<file path="src/rtl/i2s_pkg.sv">
// Shared types and constants for the I2S receive sequencer.
package i2s_pkg;

  typedef enum logic [1:0] {
    IDLE  = 2'd0,
    RUN   = 2'd1,
    DRAIN = 2'd2
  } state_e;

  localparam int DEF_DATA_W = 24;
  localparam int DEF_SLOT_W = 32;
  localparam int OVR_CNT_W  = 16;

  // Saturating increment for the dropped-frame counter.
  function automatic logic [OVR_CNT_W-1:0] sat_inc(input logic [OVR_CNT_W-1:0] v);
    if (v == {OVR_CNT_W{1'b1}}) begin
      return v;
    end else begin
      return v + {{(OVR_CNT_W-1){1'b0}}, 1'b1};
    end
  endfunction

endpackage

</file>
<file path="src/rtl/i2s_clk_gen.sv">
// Bit-clock divider: toggles sck every CLK_DIV clk cycles while run is high and
// flags the cycle in which each sck edge will happen.
module i2s_clk_gen #(
  parameter int CLK_DIV = 4
) (
  input  logic clk,
  input  logic rst_n,
  input  logic run,
  output logic sck,
  output logic rise_tick,
  output logic fall_tick
);

  localparam int DIV_W = (CLK_DIV > 1) ? $clog2(CLK_DIV) : 1;
  localparam logic [DIV_W-1:0] DIV_LAST = DIV_W'(CLK_DIV - 1);

  logic [DIV_W-1:0] div_cnt_r;
  logic             sck_r;
  logic             wrap_s;

  // Strobes are decoded from registers only, so they are glitch-free.
  always_comb begin
    wrap_s = run && (div_cnt_r == DIV_LAST);
  end

  assign sck       = sck_r;
  assign rise_tick = wrap_s & ~sck_r;
  assign fall_tick = wrap_s & sck_r;

  // Half-period divider; idles with sck low.
  always_ff @(posedge clk or negedge rst_n) begin
    if (!rst_n) begin
      div_cnt_r <= {DIV_W{1'b0}};
      sck_r     <= 1'b0;
    end else if (!run) begin
      div_cnt_r <= {DIV_W{1'b0}};
      sck_r     <= 1'b0;
    end else if (wrap_s) begin
      div_cnt_r <= {DIV_W{1'b0}};
      sck_r     <= ~sck_r;
    end else begin
      div_cnt_r <= div_cnt_r + DIV_W'(1);
    end
  end

endmodule

</file>
<file path="src/rtl/i2s_rx_sequencer.sv">
// Master-mode I2S receiver with valid/ready sample-pair delivery.
// Define I2S_RX_OVR_COUNT_EN to add the saturating ovr_count port.
module i2s_rx_sequencer
  import i2s_pkg::*;
#(
  parameter int CLK_DIV = 4,
  parameter int DATA_W  = DEF_DATA_W,
  parameter int SLOT_W  = DEF_SLOT_W
) (
  input  logic              clk,
  input  logic              rst_n,
  input  logic              enable,
  input  logic              sd,
  output logic              sck,
  output logic              ws,
  output logic [DATA_W-1:0] left_data,
  output logic [DATA_W-1:0] right_data,
  output logic              frame_valid,
  input  logic              frame_ready,
  output logic              overrun,
  input  logic              clear_ovr,
  output logic              busy
`ifdef I2S_RX_OVR_COUNT_EN
  ,
  output logic [OVR_CNT_W-1:0] ovr_count
`endif
);

  localparam int BIT_W = $clog2(SLOT_W);
  localparam logic [BIT_W-1:0] LAST_BIT = BIT_W'(SLOT_W - 1);
  localparam logic [BIT_W-1:0] DATA_POS = BIT_W'(DATA_W);

  state_e            state_r;
  logic [BIT_W-1:0]  bit_cnt_r;
  logic              ws_r;
  logic              busy_r;
  logic [DATA_W-1:0] shift_r;
  logic [DATA_W-1:0] left_hold_r;
  logic [DATA_W-1:0] left_r;
  logic [DATA_W-1:0] right_r;
  logic              valid_r;
  logic              ovr_r;

  logic              run_s;
  logic              sck_s;
  logic              rise_tick_s;
  logic              fall_tick_s;
  logic              slot_end_s;
  logic              boundary_s;
  logic [BIT_W-1:0]  bit_nxt_s;
  logic              ws_nxt_s;
  logic [DATA_W-1:0] sample_s;
  logic              shift_en_s;
  logic              complete_s;
  logic              accept_s;
  logic              drop_s;

  assign run_s = (state_r != IDLE);

  i2s_clk_gen #(
    .CLK_DIV (CLK_DIV)
  ) u_clk_gen (
    .clk       (clk),
    .rst_n     (rst_n),
    .run       (run_s),
    .sck       (sck_s),
    .rise_tick (rise_tick_s),
    .fall_tick (fall_tick_s)
  );

  // Slot position bookkeeping and capture/handshake decode.
  always_comb begin
    slot_end_s = fall_tick_s && (bit_cnt_r == LAST_BIT);
    boundary_s = slot_end_s && ws_r;
    if (slot_end_s) begin
      bit_nxt_s = {BIT_W{1'b0}};
      ws_nxt_s  = ~ws_r;
    end else if (fall_tick_s) begin
      bit_nxt_s = bit_cnt_r + BIT_W'(1);
      ws_nxt_s  = ws_r;
    end else begin
      bit_nxt_s = bit_cnt_r;
      ws_nxt_s  = ws_r;
    end
    // Position 0 is the one-bit I2S delay; only 1..DATA_W carry data.
    sample_s   = {shift_r[DATA_W-2:0], sd};
    shift_en_s = rise_tick_s && (bit_cnt_r >= BIT_W'(1)) && (bit_cnt_r <= DATA_POS);
    complete_s = rise_tick_s && ws_r && (bit_cnt_r == DATA_POS);
    accept_s   = complete_s && (!valid_r || frame_ready);
    drop_s     = complete_s && !accept_s;
  end

  // Sequencer FSM with registered ws and busy.
  always_ff @(posedge clk or negedge rst_n) begin
    if (!rst_n) begin
      state_r   <= IDLE;
      bit_cnt_r <= {BIT_W{1'b0}};
      ws_r      <= 1'b1;
      busy_r    <= 1'b0;
    end else begin
      case (state_r)
        IDLE: begin
          ws_r   <= 1'b1;
          busy_r <= enable;
          if (enable) begin
            state_r   <= RUN;
            bit_cnt_r <= LAST_BIT;
          end else begin
            bit_cnt_r <= {BIT_W{1'b0}};
          end
        end
        RUN: begin
          busy_r    <= 1'b1;
          bit_cnt_r <= bit_nxt_s;
          ws_r      <= ws_nxt_s;
          if (!enable) begin
            state_r <= DRAIN;
          end
        end
        DRAIN: begin
          if (!enable && boundary_s) begin
            state_r   <= IDLE;
            bit_cnt_r <= {BIT_W{1'b0}};
            ws_r      <= 1'b1;
            busy_r    <= 1'b0;
          end else begin
            state_r   <= enable ? RUN : DRAIN;
            bit_cnt_r <= bit_nxt_s;
            ws_r      <= ws_nxt_s;
            busy_r    <= 1'b1;
          end
        end
        default: begin
          state_r   <= IDLE;
          bit_cnt_r <= {BIT_W{1'b0}};
          ws_r      <= 1'b1;
          busy_r    <= 1'b0;
        end
      endcase
    end
  end

  // Serial shift register; the left word is parked until the right word completes.
  always_ff @(posedge clk or negedge rst_n) begin
    if (!rst_n) begin
      shift_r     <= {DATA_W{1'b0}};
      left_hold_r <= {DATA_W{1'b0}};
    end else begin
      if (shift_en_s) begin
        shift_r <= sample_s;
      end
      if (shift_en_s && !ws_r && (bit_cnt_r == DATA_POS)) begin
        left_hold_r <= sample_s;
      end
    end
  end

  // Output holding registers, valid/ready handshake and sticky overrun.
  always_ff @(posedge clk or negedge rst_n) begin
    if (!rst_n) begin
      left_r  <= {DATA_W{1'b0}};
      right_r <= {DATA_W{1'b0}};
      valid_r <= 1'b0;
      ovr_r   <= 1'b0;
    end else begin
      if (accept_s) begin
        left_r  <= left_hold_r;
        right_r <= sample_s;
        valid_r <= 1'b1;
      end else if (valid_r && frame_ready) begin
        valid_r <= 1'b0;
      end
      if (drop_s) begin
        ovr_r <= 1'b1;
      end else if (clear_ovr) begin
        ovr_r <= 1'b0;
      end
    end
  end

`ifdef I2S_RX_OVR_COUNT_EN
  logic [OVR_CNT_W-1:0] ovr_cnt_r;

  // Dropped-frame counter, saturating; a drop outranks a clear.
  always_ff @(posedge clk or negedge rst_n) begin
    if (!rst_n) begin
      ovr_cnt_r <= {OVR_CNT_W{1'b0}};
    end else if (drop_s) begin
      ovr_cnt_r <= sat_inc(ovr_cnt_r);
    end else if (clear_ovr) begin
      ovr_cnt_r <= {OVR_CNT_W{1'b0}};
    end
  end

  assign ovr_count = ovr_cnt_r;
`endif

  assign sck         = sck_s;
  assign ws          = ws_r;
  assign busy        = busy_r;
  assign left_data   = left_r;
  assign right_data  = right_r;
  assign frame_valid = valid_r;
  assign overrun     = ovr_r;

endmodule

</file>
<file path="config.mk">
export PLATFORM = sky130hd
export DESIGN_NAME = i2s_rx_sequencer
export DESIGN_NICKNAME = d
export VERILOG_FILES = /design/src/rtl/i2s_pkg.sv /design/src/rtl/i2s_clk_gen.sv /design/src/rtl/i2s_rx_sequencer.sv
export SDC_FILE = /design/constraint.sdc
export NUM_CORES = 1
export LEC_CHECK = 0
export ABC_CLOCK_PERIOD_IN_PS = 5720
export CORE_UTILIZATION = 59
export CTS_CLUSTER_DIAMETER = 120
export DETAILED_ROUTE_END_ITERATION = 10
export PLACE_DENSITY = 0.94
export SYNTH_ARGS = -nofsm -noshare
export SYNTH_HDL_FRONTEND = slang
export SYNTH_SLANG_ARGS = --single-unit
</file>
<file path="constraint.sdc">
create_clock -name clk -period 5.72 [get_ports clk]
set_input_delay 1.144 -clock clk [delete_from_list [all_inputs] [get_ports clk]]
set_output_delay 1.144 -clock clk [all_outputs]
set_load 0.01 [all_outputs]
</file>
# Word-level counts from Yosys, hierarchy flattened
# Cells that the tools add are included.
totals:
  ff_bits: 109
  input_bits: 6
  output_inout_bits: 53
classes:
  addsub: 2
  n_lt_le_gt_ge: 2
  eq_ne: 8
  muxes: 23
  bitwise_logic: 4
  n_reduce_logical: 23
ops:
  columns: ["operator", "count"]
  rows:
  - ["$mux W5", 4]
  - ["$pmux W5 S3", 1]
  - ["$logic_and A1 B1 Y1", 13]
  - ["$mux W2", 6]
  - ["$eq A5 B5 Y1 const B", 2]
  - ["$mux W1", 9]
  - ["$ne A2 B2 Y1 const B", 3]
  - ["$pmux W2 S3", 1]
  - ["$reduce_bool A2 Y1", 3]
  - ["$add A5 B1 Y5 const B", 1]
  - ["$ge A5 B1 Y1 const B", 1]
  - ["$le A5 B5 Y1 const B", 1]
  - ["$eq A2 B2 Y1 const B", 2]
  - ["$logic_not A1 Y1", 4]
  - ["$pmux W1 S3", 1]
  - ["$add A2 B1 Y2 const B", 1]
  - ["$and A1 B1 Y1", 2]
  - ["$eq A2 B1 Y1 const B", 1]
  - ["$logic_not A2 Y1", 1]
  - ["$not A1 Y1", 2]
  - ["$pmux W1 S2", 1]
  - ["$reduce_and A2 Y1", 1]
  - ["$logic_or A1 B1 Y1", 1]

# Longest topological paths before layout
# Gate-level depths: netlist of the first run.
logic_depth:
  depth_word: 9
  ltp_mapped: 9
  ltp_nobuf: 9

# Cells and area by module
# Synthesis of the first run repeated with hierarchy kept, for this count alone.
unflattened:
  cells_unflattened: 290
  hier_area_um2: 4555.6
by_module_without_submodules:
  columns: ["module", "instances", "cells_each", "area_each_um2"]
  rows:
  - ["i2s_rx_sequencer", 1, 279, 4420.5]
  - ["i2s_clk_gen", 1, 11, 135.1]

# Worst setup path before layout of the first run
# Ideal clock, no wire load.
synth_path:
  path_kind: "input-to-reg"
  from: "in frame_ready"
  to: "reg left_r[10] (netlist: left_data[10])"
  arrival_time_ps: 2057
  required_time_ps: 5595
  path_slack_ps: 3538
  cell_stages: 5
  n_path_buf: 2
  cell_sequence: "nand2b_1 > nand4_1 > buf_4 > buf_6 > mux2_4"
synth_via:
  elab_chain_cells: 2
synth_lines:
  columns: ["item", "line_no", "rtl"]
  rows:
  - ["start: declaration", "i2s_rx_sequencer.sv:19", "input logic frame_ready,"]
  - ["$logic_or A1 B1 Y1", "i2s_rx_sequencer.sv:89", "accept_s = complete_s && (!valid_r || frame_ready);"]
  - ["$logic_and A1 B1 Y1", "i2s_rx_sequencer.sv:89", null]
  - ["end signal: assignment", "i2s_rx_sequencer.sv:161", "left_r <= {DATA_W{1'b0}};"]
  - ["end signal: assignment", "i2s_rx_sequencer.sv:167", "left_r <= left_hold_r;"]
  - ["end: declaration", "i2s_rx_sequencer.sv:39", "logic [DATA_W-1:0] left_r;"]
# Every way passes these cells.
# A chain may end at the register's enable or synchronous reset.

# Worst setup path after layout of the first run
layout_path:
  from: "reg state_r[0]"
  to: "reg shift_r[11]"
layout_via:
  elab_chain_cells: 5
layout_lines:
  columns: ["item", "line_no", "rtl"]
  rows:
  - ["start: declaration", "i2s_rx_sequencer.sv:33", "state_e state_r;"]
  - ["start signal: assignment", "i2s_rx_sequencer.sv:127", "state_r <= enable ? RUN : DRAIN;"]
  - ["$reduce_bool A2 Y1", "i2s_rx_sequencer.sv:58", "assign run_s = (state_r != IDLE);"]
  - ["$logic_and A1 B1 Y1", "i2s_clk_gen.sv:23", "wrap_s = run && (div_cnt_r == DIV_LAST);"]
  - ["$and A1 B1 Y1", "i2s_clk_gen.sv:27", "assign rise_tick = wrap_s & ~sck_r;"]
  - ["$logic_and A1 B1 Y1 (2 in a row)", "i2s_rx_sequencer.sv:87", "shift_en_s = rise_tick_s && (bit_cnt_r >= BIT_W'(1)) && (bit_cnt_r <= DATA_POS);"]
  - ["end signal: assignment", "i2s_rx_sequencer.sv:146", "shift_r <= {DATA_W{1'b0}};"]
  - ["end signal: assignment", "i2s_rx_sequencer.sv:150", "shift_r <= sample_s;"]
  - ["end: declaration", "i2s_rx_sequencer.sv:37", "logic [DATA_W-1:0] shift_r;"]
# Every way passes these cells.

==> metrics.csv, run 1 <==
stage,metric,value,unit
run_status,status,"complete, no violations",
global_routing,largest net degree at the start of global routing,58,
worst_setup_path,startpoint types,register,
worst_setup_path,Worst path top cell family by delay,simple AND/OR/NAND/NOR gates,
synthesis,"Top FF cell, synth",dfrtp_1,
synthesis,Synth Area in Compound Gates,0.02609,
place,hpwl dp,4951,um
synthesis,mux cell area share after synthesis,0.2590,
synthesis,YS warnings,0,
worst_setup_path,arrival time worst endpoint,3.13,ns
floorplanning,die area,7909,um^2
floorplanning,Die Y,88.94,um
detailed_routing,drt initial violations,100,
clock_tree,Clock transition at path regs,0.10,ns
detailed_routing,Total Routed Length,7517,um
synthesis,post-synthesis adder-cell area fraction,0.02806,
worst_setup_path,worst setup path startpoint,state_r[0]$_DFFE_PN0P_,
worst_setup_path,crit path max fanout,23,
worst_setup_path,FF-to-FF Start,state_r[0]$_DFFE_PN0P_,
worst_setup_path,CP max stage delay,0.88,ns
power_and_ir_drop,leak pwr,2.681,nW
floorplanning,chip width,88.94,um
detailed_routing,drt via density,5.468,
synthesis,post-synthesis xor/xnor area fraction,0.005892,
synthesis,Yosys cell types,41,
detailed_routing,DR WL/cell,16.52,um
worst_setup_path,CP max stage cell,nand3_1,
sta,RSZ-0062 raised after global routing,false,
worst_setup_path,crit path buf inv count,1,
clock_tree,worst skew pair latency,0.36,ns
clock_tree,Clock Tree Root,clkbuf_8,
clock_tree,CTS Buffer Depth,2,
worst_setup_path,critical path type,reg2reg,
synthesis,"FF+latch count, synth",109,
place,Setup WS pre-CTS,2.719,ns
floorplanning,Core Area,7292,um^2
worst_setup_path,worst reg2reg endpoint,shift_r[11]$_DFFE_PN0P_,
worst_setup_path,required time of the critical path,5.96,ns
place,Routability Congestion,0.7646,
clock_tree,Post-CTS Setup Inserts,0,
global_routing,initial antenna violation count,0,
worst_setup_path,critical path depth,5,
floorplanning,Initial Utilization,0.6115,
flow_run,Max Cap Viol,0,
floorplanning,number of cell rows,31,
sta,Worst Tran Pin Value,1.175,ns
power_and_ir_drop,Max VDD drop,243.7,uV
worst_setup_path,crit path to,shift_r[11]$_DFFE_PN0P_,
global_routing,vias in the first global route,2518,
sta,Max Slew Vio Count,0,
clock_tree,Clock Sinks,109,
global_routing,total track usage,0.2138,
synthesis,syn avg cell area,15.32,um^2
synthesis,Synth Area in Simple Gates,0.04882,
layout,nets,367,
min_path,Hold Path Class,reg2reg,
synthesis,post-synth top area share,0.6061,
sta,setup TNS,0,ns
global_routing,total grt overflow,0,
place,placed inst area,5109,um^2
floorplanning,Ports,59,
clock_tree,Post-CTS Hold Buffers,0,
synthesis,mapped cell area,4459,um^2
layout,Synth-to-Final Area Change,19.25,%
detailed_routing,via count,2488,
sta,Clock Skew,0.006758,ns
sta,worst hold slack,0.4386,ns
sta,setup violators final,0,
layout,share of layout cells above drive strength 1,0.2781,
detailed_routing,Detail Route Antenna Nets,0,
detailed_routing,1st-pass router iterations,4,
sta,slew margin rel.,0.2148,
sta,period utilization,0.5053,
sta,fmax,346.0,MHz
synthesis,number of synthesized flops with an enable pin,0,
power_and_ir_drop,pwr/cell area,315.3,nW/um^2
worst_setup_path,Crit. End Element,register,
synthesis,Yosys top cell by area,dfrtp_1,
synthesis,main combinational cell family by area after synthesis,multiplexers,
clock_tree,CTS tree,done,
detailed_routing,number of remaining DRC errors,0,
worst_setup_path,R2R depth,5,
synthesis,"Seq/Total Area, Yosys",0.6120,
sta,post-layout min period,2.891,ns
clock_tree,H-Tree Depth,3,
synthesis,post-synth net total,307,
worst_setup_path,worst path cell trace,inv_1 -> ha_1 -> nor3b_2 -> nand3_1 -> mux2_2,
sta,Final Worst Setup Slack,2.829,ns
clock_tree,# resized after CTS,0,
global_routing,global-route wire length before repair,12410,um
synthesis,synth top area cells,"dfrtp_1 61%, mux2_2 14%, mux2_4 6.7%",
layout,ANT cells,0,
sta,Fin. Hold Viols,0,
layout,Layout Cell Area excl Fill,5318,um^2
synthesis,Synth Instances,291,
worst_setup_path,r2r setup slk,2.83,ns
clock_tree,TritonCTS buffer count,9,
place,IO buf count,58,
synthesis,asr flop ratio synth,1.000,
-- through the flow --
stage | instances | power (mW) | utilization
2_1_floorplan | 291 | 1.107 | -
3_3_place_gp | 439 | 1.196 | 0.7006
3_5_place_dp | 439 | 1.220 | 0.7006
4_1_cts | 455 | 1.692 | 0.7292
5_1_grt | 455 | 1.767 | 0.7292
6_report | 455 | 1.677 | 0.7292
-- logic make-up after synthesis --
kind of cell | Yosys count
DFF | 109
xor gates and xnor gates | 3
muxes | 96
AOI/OAI and AO/OA | 19
adders and majority gates | 10
and+or+nand+nor | 37
buffers and inverters | 17
-- cells in the final DEF, fill, tap and decap left out, drive strengths merged, types with 2 or more instances in the layout --
master and instances:
nand2b 3, nand3 3, o22ai 2, o31ai 2
xor2 2, clkbuf 9, nand2 9, clkdlybuf4s50 57
o21ai 2, a21oi 9, clkinv 3, dfrtp 108
nor3 3, or2 2, mux2 95, a211o 2
inv 8, ha 10, buf 3, nand4 3
nor2 3
-- where the power goes --
group | internal [mW] | switching, mW | total, mW | leakage, nW
clock network | 0.209 | 0.259 | 0.468 | 0.103
logic | 0.144 | 0.155 | 0.298 | 1.08
registers | 0.838 | 0.0719 | 0.910 | 1.50
-- flip-flops by register name, indices dropped and copies added, names as in the netlist --
| name | cells |
|---|---|
| left_data | 24 |
| u_clk_gen.div_cnt_r | 2 |
| busy | 1 |
| right_data | 24 |
| overrun | 1 |
| frame_valid | 1 |
| ws | 1 |
| left_hold_r | 24 |
| u_clk_gen.sck | 1 |
| shift_r | 23 |
| bit_cnt_r | 5 |
| state_r | 2 |
-- synthesized netlist by cell type, types with 3 or more instances --
cell	number
a21oi_1	9
mux2_2	55
buf_2	6
ha_1	10
nand2_1	9
nor3_1	3
mux2_4	20
nand3_1	3
inv_1	6
nand2b_1	3
mux2_1	20
dfrtp_1	108
nor2_1	3
-- worst reg2reg max path: stages (launching register included) --
cell     delay (ns)
dfrtp_1        0.42
inv_1          0.13
ha_1           0.37
nor3b_2        0.35
nand3_1        0.88
mux2_2         0.62
-- routing by layer --
metal | up-vias | GRT usage | share of wire
met2 | 51 | 0.3483 | 0.50
li1 | 1149 | - | -
met1 | 1273 | 0.2800 | 0.44
met4 | 0 | 0.06926 | 0.015
met5 | - | 0 | 0
met3 | 15 | 0.06279 | 0.040
-- worst min path at each step --
stage | startpoint | endpoint | depth (start not counted)
CTS | u_clk_gen.div_cnt_r[0]$_DFF_PN0_ | u_clk_gen.div_cnt_r[0]$_DFF_PN0_ | 1
finish | u_clk_gen.div_cnt_r[0]$_DFF_PN0_ | u_clk_gen.div_cnt_r[0]$_DFF_PN0_ | 1
global placement | u_clk_gen.div_cnt_r[0]$_DFF_PN0_ | u_clk_gen.div_cnt_r[0]$_DFF_PN0_ | 1
detailed placement | u_clk_gen.div_cnt_r[0]$_DFF_PN0_ | u_clk_gen.div_cnt_r[0]$_DFF_PN0_ | 1
floorplan | u_clk_gen.div_cnt_r[0]$_DFF_PN0_ | u_clk_gen.div_cnt_r[0]$_DFF_PN0_ | 1
global route | u_clk_gen.div_cnt_r[0]$_DFF_PN0_ | u_clk_gen.div_cnt_r[0]$_DFF_PN0_ | 1
-- area by class of cell --
| class | instances | area, um^2 |
|---|---|---|
| fillers | 479 | 1974 |
| clock inverters | 7 | 85.08 |
| repair buffers | 60 | 593.1 |
| inverters | 6 | 22.52 |
| multi-input cells | 165 | 1640 |
| clock buffers | 9 | 123.9 |
| flip-flops and latches | 109 | 2729 |
| well taps | 99 | 123.9 |
(Power assumes the default switching activity.)
==> run 2: changes to the inputs <==
Settings changed: ABC_CLOCK_PERIOD_IN_PS 5720 to 2960, CORE_UTILIZATION 59 to 54, PLACE_DENSITY 0.94 to 0.87.
Clock period 5.72 ns to 2.96 ns, I/O delays scaled along.
==> metrics.csv, run 2 (same netlist as run 1, synthesis figures left out) <==
stage,metric,value,unit
run_status,status,"complete, no violations",
detailed_routing,drt initial violations,99,
clock_tree,# resized after CTS,0,
sta,setup TNS,0,ns
floorplanning,Die Y,92.88,um
layout,share of layout cells above drive strength 1,0.2833,
sta,period utilization,0.8655,
clock_tree,Post-CTS Setup Inserts,0,
place,Routability Congestion,0.7969,
worst_setup_path,worst path cell trace,inv_1 -> ha_1 -> and3b_1 -> and2_1 -> ha_1 -> nand2b_1 -> a21oi_1 -> or2_2 -> o31ai_1,
power_and_ir_drop,Max VDD drop,455.1,uV
global_routing,initial antenna violation count,0,
detailed_routing,DR WL/cell,15.95,um
floorplanning,number of cell rows,32,
worst_setup_path,CP max stage delay,0.43,ns
worst_setup_path,arrival time worst endpoint,2.83,ns
global_routing,vias in the first global route,2601,
floorplanning,die area,8626,um^2
sta,post-layout min period,2.562,ns
worst_setup_path,Worst path top cell family by delay,simple AND/OR/NAND/NOR gates,
sta,Clock Skew,0.01231,ns
clock_tree,CTS tree,done,
sta,RSZ-0062 raised after global routing,false,
detailed_routing,Detail Route Antenna Nets,0,
detailed_routing,Total Routed Length,7370,um
min_path,Hold Path Class,in2async,
worst_setup_path,startpoint types,register,
place,Setup WS pre-CTS,0.4723,ns
global_routing,total track usage,0.1910,
clock_tree,Post-CTS Hold Buffers,0,
worst_setup_path,crit path buf inv count,1,
power_and_ir_drop,sequential power share,0.545,
clock_tree,H-Tree Depth,3,
clock_tree,Clock Sinks,109,
worst_setup_path,Crit. End Element,register,
sta,fmax,390.3,MHz
clock_tree,CTS Buffer Depth,2,
layout,Synth-to-Final Area Change,20.03,%
flow_run,Max Cap Viol,0,
layout,final std cells w/o fill,462,
power_and_ir_drop,Pwr Total,3.226,mW
power_and_ir_drop,Gate power share,0.179,
global_routing,largest net degree at the start of global routing,91,
power_and_ir_drop,pwr/cell area,602.7,nW/um^2
floorplanning,Initial Utilization,0.5682,
detailed_routing,drt via density,5.394,
worst_setup_path,critical path type,reg2reg,
clock_tree,Clock Tree Root,clkbuf_8,
sta,slew margin rel.,0.6382,
worst_setup_path,required time of the critical path,3.22,ns
clock_tree,TritonCTS buffer count,9,
power_and_ir_drop,Int Pwr,2.300,mW
layout,nets,371,
sta,Worst Tran Pin Value,0.5290,ns
power_and_ir_drop,leak pwr,2.694,nW
sta,Final Worst Setup Slack,0.3981,ns
worst_setup_path,CP max stage cell,dfrtp_1,
layout,ANT cells,0,
floorplanning,Core Area,7848,um^2
place,Placed Instances,446,
power_and_ir_drop,switching part of the total,0.2871,
layout,"commonest non-fill, non-tap cell in the layout",dfrtp_1,
place,IO buf count,58,
floorplanning,chip width,92.88,um
worst_setup_path,Most common cell on crit path,ha_1,
sta,setup violators final,0,
detailed_routing,number of remaining DRC errors,0,
clock_tree,Clock transition at path regs,0.10,ns
sta,Max Slew Vio Count,0,
layout,"commonest cells after routing, fill and taps aside","108 x dfrtp_1, 57 x clkdlybuf4s50_1, 55 x mux2_2, 20 x mux2_4, 20 x mux2_1",
power_and_ir_drop,clock power share,0.276,
detailed_routing,1st-pass router iterations,4,
global_routing,total grt overflow,0,
detailed_routing,via count,2492,
place,hpwl dp,5036,um
floorplanning,Ports,59,
power_and_ir_drop,sw power,926.2,uW
sta,Fin. Hold Viols,0,
clock_tree,worst skew pair latency,0.36,ns
global_routing,global-route wire length before repair,12700,um
worst_setup_path,crit path max fanout,12,
-- run 2: final timing paths --
check                                                       from                               end  slack, ns  cells past startpoint
worst max-delay path                      state_r[0]$_DFFE_PN0P_            bit_cnt_r[3]$_DFF_PN0_       0.40                      9
worst min-delay path                                       rst_n        right_data[16]$_DFFE_PN0P_       0.09                      1
worst max register to register            state_r[0]$_DFFE_PN0P_            bit_cnt_r[3]$_DFF_PN0_       0.40                      9
max in group asynchronous                                  rst_n                      ws$_DFF_PN1_       2.12                      2
worst min register to register  u_clk_gen.div_cnt_r[0]$_DFF_PN0_  u_clk_gen.div_cnt_r[0]$_DFF_PN0_       0.46                      1
min in group clk                u_clk_gen.div_cnt_r[0]$_DFF_PN0_  u_clk_gen.div_cnt_r[0]$_DFF_PN0_       0.46                      1
-- run 2: worst register-to-register path, stage by stage (launching register included) --
cell	delay (ns)
dfrtp_1	0.43
inv_1	0.15
ha_1	0.41
and3b_1	0.28
and2_1	0.22
ha_1	0.22
nand2b_1	0.08
a21oi_1	0.14
or2_2	0.32
o31ai_1	0.23
-- run 2: power by group through the flow --
stage / registers (mW) / logic (mW) / clock network (mW)
after floorplan: 1.76 / 0.383 / 0
after global placement: 1.77 / 0.550 / 0
after detailed placement: 1.78 / 0.576 / 0
after CTS: 1.76 / 0.582 / 0.916
after global routing: 1.78 / 0.649 / 0.977
final: 1.76 / 0.577 / 0.890
-- run 2: per-stage QoR --
| stage | hold slack [ns] | util | area, um^2 |
|---|---|---|---|
| 2_1_floorplan | 0.2964 | - | 4459 |
| 5_1_grt | 0.07757 | 0.6821 | 5353 |
| 6_report | 0.09388 | 0.6821 | 5353 |
| 4_1_cts | 0.08130 | 0.6821 | 5353 |
| 3_5_place_dp | 0.4472 | 0.6569 | 5155 |
| 3_3_place_gp | 0.4259 | 0.6569 | 5155 |
-- run 2: layer usage --
layer  up-vias  global-route usage  part of all wire
met3         9             0.05419             0.043
li1       1162                   -                 -
met2        51              0.3125              0.50
met1      1270              0.2517              0.45
met5         -                   0                 0
met4         0             0.04872            0.0090
-- run 2: area by class of cell --
cell class              count  area [um^2]
clock buffers              10        127.6
clock inverters             6        70.07
fillers                   591         2495
inverters                   6        22.52
multi-input cells         165         1640
flip-flops and latches    109         2729
well taps                 102        127.6
repair buffers             64        635.6
